<file path="src/rtl/yblock_cfg_loader.sv">
// Yellow-cell config loader: shifts BLOCKHEIGHT rows into the array with setup/strobe/hold timing, optional clear first.
// One row per 1+2*SETUP_CYCLES+PULSE_CYCLES cycles; row_ready stalls the source. YBLOCK_CFG_READBACK_EN enables rb_* readback.
module yblock_cfg_loader #(
   parameter int BLOCKWIDTH   = 8,
   parameter int BLOCKHEIGHT  = 8,
   parameter int SETUP_CYCLES = 2,
   parameter int PULSE_CYCLES = 2,
   parameter int CLEAR_CYCLES = 4
) (
   input  logic                    confclk,
   input  logic                    reset_n,
   input  logic                    start,
   input  logic                    clear_first,
   input  logic                    abort,
   input  logic                    row_valid,
   output logic                    row_ready,
   input  logic [4*BLOCKWIDTH-1:0] row_data,
   output logic                    busy,
   output logic                    done,
   output logic                    arr_reset,
   output logic                    arr_confclk,
   output logic [4*BLOCKWIDTH-1:0] arr_cbit,
   input  logic [4*BLOCKWIDTH-1:0] arr_cbitout,
   output logic                    rb_valid,
   output logic [4*BLOCKWIDTH-1:0] rb_data
);

   localparam int MAXC_SP = (SETUP_CYCLES > PULSE_CYCLES) ? SETUP_CYCLES : PULSE_CYCLES;
   localparam int MAXC    = (MAXC_SP > CLEAR_CYCLES) ? MAXC_SP : CLEAR_CYCLES;
   localparam int DW      = $clog2(MAXC + 1);
   localparam int RW      = $clog2(BLOCKHEIGHT + 1);

   typedef enum logic [2:0] {
      IDLE, CLEAR, WAIT_ROW, SETUP, STROBE, HOLD, DONE
   } state_t;

   state_t         state, state_nxt;
   logic [DW-1:0]  dur, dur_nxt;
   logic [RW-1:0]  row_cnt, row_cnt_nxt;
   logic           load_row;

   always_comb begin
      state_nxt   = state;
      dur_nxt     = dur + DW'(1);
      row_cnt_nxt = row_cnt;
      load_row    = 1'b0;
      case (state)
         IDLE: begin
            dur_nxt = '0;
            if (start) begin
               row_cnt_nxt = '0;
               state_nxt   = clear_first ? CLEAR : WAIT_ROW;
            end
         end
         CLEAR: if (dur == DW'(CLEAR_CYCLES - 1)) begin
            state_nxt = WAIT_ROW;
            dur_nxt   = '0;
         end
         WAIT_ROW: begin
            dur_nxt = '0;
            if (row_valid) begin
               load_row  = 1'b1;
               state_nxt = SETUP;
            end
         end
         SETUP: if (dur == DW'(SETUP_CYCLES - 1)) begin
            state_nxt = STROBE;
            dur_nxt   = '0;
         end
         STROBE: if (dur == DW'(PULSE_CYCLES - 1)) begin
            state_nxt = HOLD;
            dur_nxt   = '0;
         end
         HOLD: if (dur == DW'(SETUP_CYCLES - 1)) begin
            dur_nxt     = '0;
            row_cnt_nxt = row_cnt + RW'(1);
            state_nxt   = (row_cnt_nxt == RW'(BLOCKHEIGHT)) ? DONE : WAIT_ROW;
         end
         DONE: begin
            dur_nxt   = '0;
            state_nxt = IDLE;
         end
         default: begin
            dur_nxt   = '0;
            state_nxt = IDLE;
         end
      endcase
      // abort wins over a same-cycle handshake or timer expiry; arr_cbit is left as-is
      if (abort && state != IDLE) begin
         state_nxt   = IDLE;
         dur_nxt     = '0;
         row_cnt_nxt = '0;
         load_row    = 1'b0;
      end
   end

   // outputs are decoded from the next state so each one is a flop aligned with its state
   always_ff @(posedge confclk or negedge reset_n) begin
      if (!reset_n) begin
         state       <= IDLE;
         dur         <= '0;
         row_cnt     <= '0;
         busy        <= 1'b0;
         done        <= 1'b0;
         row_ready   <= 1'b0;
         arr_reset   <= 1'b0;
         arr_confclk <= 1'b0;
         arr_cbit    <= '0;
      end else begin
         state       <= state_nxt;
         dur         <= dur_nxt;
         row_cnt     <= row_cnt_nxt;
         busy        <= (state_nxt != IDLE);
         done        <= (state_nxt == DONE);
         row_ready   <= (state_nxt == WAIT_ROW);
         arr_reset   <= (state_nxt == CLEAR);
         arr_confclk <= (state_nxt == STROBE);
         if (load_row) arr_cbit <= row_data;
      end
   end

`ifdef YBLOCK_CFG_READBACK_EN
   logic rb_cap;

   // capture before the strobe falls: the array shifts on the falling edge of arr_confclk
   assign rb_cap = (state == STROBE) && (state_nxt == HOLD);

   always_ff @(posedge confclk or negedge reset_n) begin
      if (!reset_n) begin
         rb_valid <= 1'b0;
         rb_data  <= '0;
      end else begin
         rb_valid <= rb_cap;
         if (rb_cap) rb_data <= arr_cbitout;
      end
   end
`else
   logic unused_cbitout;

   assign unused_cbitout = ^arr_cbitout;
   assign rb_valid       = 1'b0;
   assign rb_data        = '0;
`endif

endmodule

</file>
<file path="config.mk">
export PLATFORM = sky130hd
export DESIGN_NAME = yblock_cfg_loader
export DESIGN_NICKNAME = d
export VERILOG_FILES = /design/src/rtl/yblock_cfg_loader.sv
export SDC_FILE = /design/constraint.sdc
export NUM_CORES = 1
export LEC_CHECK = 0
export CORE_UTILIZATION = 35
export DETAILED_ROUTE_END_ITERATION = 16
export GPL_TIMING_DRIVEN = 0
export PLACE_DENSITY = 0.75
export SETUP_SLACK_MARGIN = 0.05
export SYNTH_ARGS = -nofsm -noshare
export SYNTH_HDL_FRONTEND = slang
export SYNTH_SLANG_ARGS = --single-unit
</file>
<file path="constraint.sdc">
create_clock -name confclk -period 3.2 [get_ports confclk]
set_input_delay 0.8 -clock confclk [delete_from_list [all_inputs] [get_ports confclk]]
set_output_delay 0.8 -clock confclk [all_outputs]
set_load 0.02 [all_outputs]
</file>
==> results.sh <==
export IMPL_cp_required_ns=3.38
export IMPL_cts_root_buf="clkbuf_8"
export IMPL_fill_cells=552
export IMPL_first_global_vias=1676
export IMPL_crit_end="arr_cbit[30]"
export IMPL_worst_r2r_cell_count=7
export IMPL_synth_avg_cell_area_um2=12.0
export IMPL_setup_tns_final_ns=0
export IMPL_ys_seq_area_share_pct=48.8
export IMPL_setup_viol=0
export IMPL_cp_startpoint="abort"
export IMPL_port_buffers=74
export IMPL_grt_setup_unrepaired="no"
export IMPL_cap_violations=0
export IMPL_r2r_slack_ns=1.16
export IMPL_internal_power_mw=1.78
export IMPL_ir_drop_v=0.000359
export IMPL_die_x_um=85
export IMPL_drcViolationCount=0
export IMPL_synth_edf_count=0
export IMPL_final_hold_violation_count=0
export IMPL_synth_xor_area_share_pct=2.18
export IMPL_io_pins=140
export IMPL_setup_ws_ns=1.08
export IMPL_overflow=0
export IMPL_num_antenna_cells=0
export IMPL_synth_fa_ha_area_share_pct=3.63
export IMPL_utilization_pct=54.0
export IMPL_core_area_mm2=0.00649
export IMPL_drive_gt1_share_pct=25.3
export IMPL_cts_max_level=2
export IMPL_placementRows=29
export IMPL_clkLatencyLatePin_ns=0.30
export IMPL_clock_skew_ns=0.00492
export IMPL_dpl_cell_area_mm2=0.00339
export IMPL_yosys_warnings=0
export IMPL_dp_slack_ns=0.733
export IMPL_synth_area_mm2=0.00241
export IMPL_grt_pass1_wl_um=7670
export IMPL_grt_usage_pct=13.4
export IMPL_cts_tree="built"
export IMPL_regArea_mm2=0.00118
export IMPL_wl_per_cell_um=11.8
export IMPL_dieArea_mm2=0.00723
export IMPL_hold_class="input pin to asynchronous set/reset pin"
export IMPL_synthMuxAreaShare_pct=15.4
export IMPL_routed_wl_um=4640
export IMPL_p_switching_uw=994
export IMPL_pwr_share_comb_pct=50.1
export IMPL_seqPwrFrac_pct=33.8
export IMPL_clock_power_share_pct=16.1
export IMPL_firstDrtPassIters=4
export IMPL_cts_resized=0
export IMPL_r2r_start="dur[0]"
export IMPL_vias=1726
export IMPL_ant_nets=0
export IMPL_netlist_instances=201
export IMPL_final_common_cell="clkdlybuf4s50_1"
export IMPL_outcome="completed"
export IMPL_postSynth_asyncResetShare_pct=100
export IMPL_arrival_ns=2.30
export IMPL_fin_crit_sh_pct=66.2
export IMPL_swShare_pct=35.9
export IMPL_grt_max_degree=26
export IMPL_yosys_area_share_simple_pct=10.6
export IMPL_synth_top_family_by_area="multiplexers"
export IMPL_ys_flop_type="dfrtp_1"
export IMPL_final_nets=392
export IMPL_multi_input_area_mm2=0.00105
export IMPL_cts_sinks=47
export IMPL_dr_first_iter_drc_count=55
export IMPL_areaGrowthSynthToFinish_pct=45.4
export IMPL_p_leak_nw=1.65
export IMPL_r2r_end="arr_reset"
export IMPL_clk_pin_slew_ns=0.09
export IMPL_final_max_slew_violation_count=0
export IMPL_fin_area_mm2=0.00351
export IMPL_ctsHoldBuffers=0
export IMPL_cts_buffers=5
export IMPL_ys_ff_latch=47
export IMPL_p_per_area_mw_per_mm2=791
export IMPL_crit_type="input pin to register"
export IMPL_slew_limit_headroom_pct=58.1
export IMPL_fin_crit_ns=2.12
export IMPL_dp_hpwl_um=3640
export IMPL_antenna_found_initial=0
export IMPL_viasPerCell=4.39
export IMPL_die_h_um=85
export IMPL_cts_setup_buffers=0
export IMPL_fmax_mhz=472
export IMPL_synth_distinct_cells=43
export IMPL_gp_congestion=0.862
export IMPL_worstMarginPinSlew_ns=0.622
export IMPL_synth_compound_area_share_pct=6.54
export IMPL_layout_common_cells="clkdlybuf4s50_1 (73), dfrtp_1 (47), buf_4 (36), conb_1 (33), mux2_2 (19)"
export IMPL_clock_tree_buffer_depth=2
export IMPL_start_util_pct=37.1
export IMPL_worstSetupStartpointType="input pin"
export IMPL_critPathMaxFanout=10
export IMPL_endpoint_kind="register"
==> cells by family after synthesis <==
kind of cell | after synthesis
flops | 47
buf+inv | 45
simple gates | 39
mux | 33
compound gates | 23
fa+ha+maj | 7
xor+xnor | 6
other cells | 1
==> per-layer routing <==
| layer | track usage [%] | vias up | routed length [µm] |
|---|---|---|---|
| li1 | - | 850 | - |
| met1 | 16.2 | 805 | 2010 |
| met2 | 23.6 | 66 | 2260 |
| met3 | 3.02 | 5 | 325 |
| met4 | 4.16 | 0 | 45 |
| met5 | 0 | - | 0 |
==> synthesized netlist by cell type, types with 2 or more instances <==
cell type	n	area, µm²
dfrtp_1	47	1180
buf_4	36	270
mux2_2	19	214
mux2_1	13	146
nand2_1	9	33.8
nor2_1	8	30.0
ha_1	7	87.6
o21ai_0	6	30.0
a21oi_1	5	25.0
inv_1	5	18.8
nand3_1	4	20.0
buf_2	3	15.0
xnor2_1	3	26.3
xor2_1	3	26.3
a31oi_1	2	12.5
and2_1	2	12.5
and3_1	2	12.5
o21ai_1	2	10.0
==> per-stage QoR <==
step	hold slack, ns	std cells	total power [mW]
after floorplan	0.504	233	1.74
after global placement	0.472	384	2.31
after detailed placement	0.480	385	2.35
after CTS	0.502	393	2.81
after global routing	0.521	393	2.95
final	0.494	393	2.77
==> area by class of cell <==
class                           count  share of cell area [%]
Sequential cell                    47                    33.5
Multi-Input combinational cell    141                    29.9
Timing Repair Buffer               75                    21.8
Buffer                             39                    8.14
Tap cell                           77                    2.75
Clock buffer                        5                    1.96
Clock inverter                      3                    1.32
Inverter                            6                   0.642
==> worst min-delay path by stage <==
stage                     slack, ns            to    startpoint
after floorplan                0.50   arr_cbit[0]       reset_n
after global placement         0.47  arr_cbit[19]  arr_cbit[19]
after detailed placement       0.48   arr_cbit[3]   arr_cbit[3]
after CTS                      0.50   arr_cbit[3]   arr_cbit[3]
after global routing           0.52   arr_cbit[5]       reset_n
final                          0.49  arr_cbit[18]       reset_n
==> critical path, cell delays in order <==
cell and delay [ns]:
clkdlybuf4s50_1 0.53, nor2_1 0.08, nand3_1 0.21, buf_2 0.30, mux2_2 0.37
==> sequential cells by signal, indices dropped and copies added (netlist names) <==
register and count:
arr_cbit 32, row_cnt 4, dur 3, state 3
arr_confclk 1, arr_reset 1, busy 1, done 1
row_ready 1
==> power groups by stage <==
| stage | Sequential (mW) | Clock (mW) | Combinational [mW] |
|---|---|---|---|
| 3_5_place_dp | 0.955 | 0 | 1.40 |
| 5_1_grt | 0.971 | 0.489 | 1.49 |
| 4_1_cts | 0.943 | 0.461 | 1.40 |
| 6_report | 0.938 | 0.446 | 1.39 |
| 3_3_place_gp | 0.942 | 0 | 1.37 |
| 2_1_floorplan | 1.22 | 0 | 0.521 |
(Power assumes the default switching activity.)
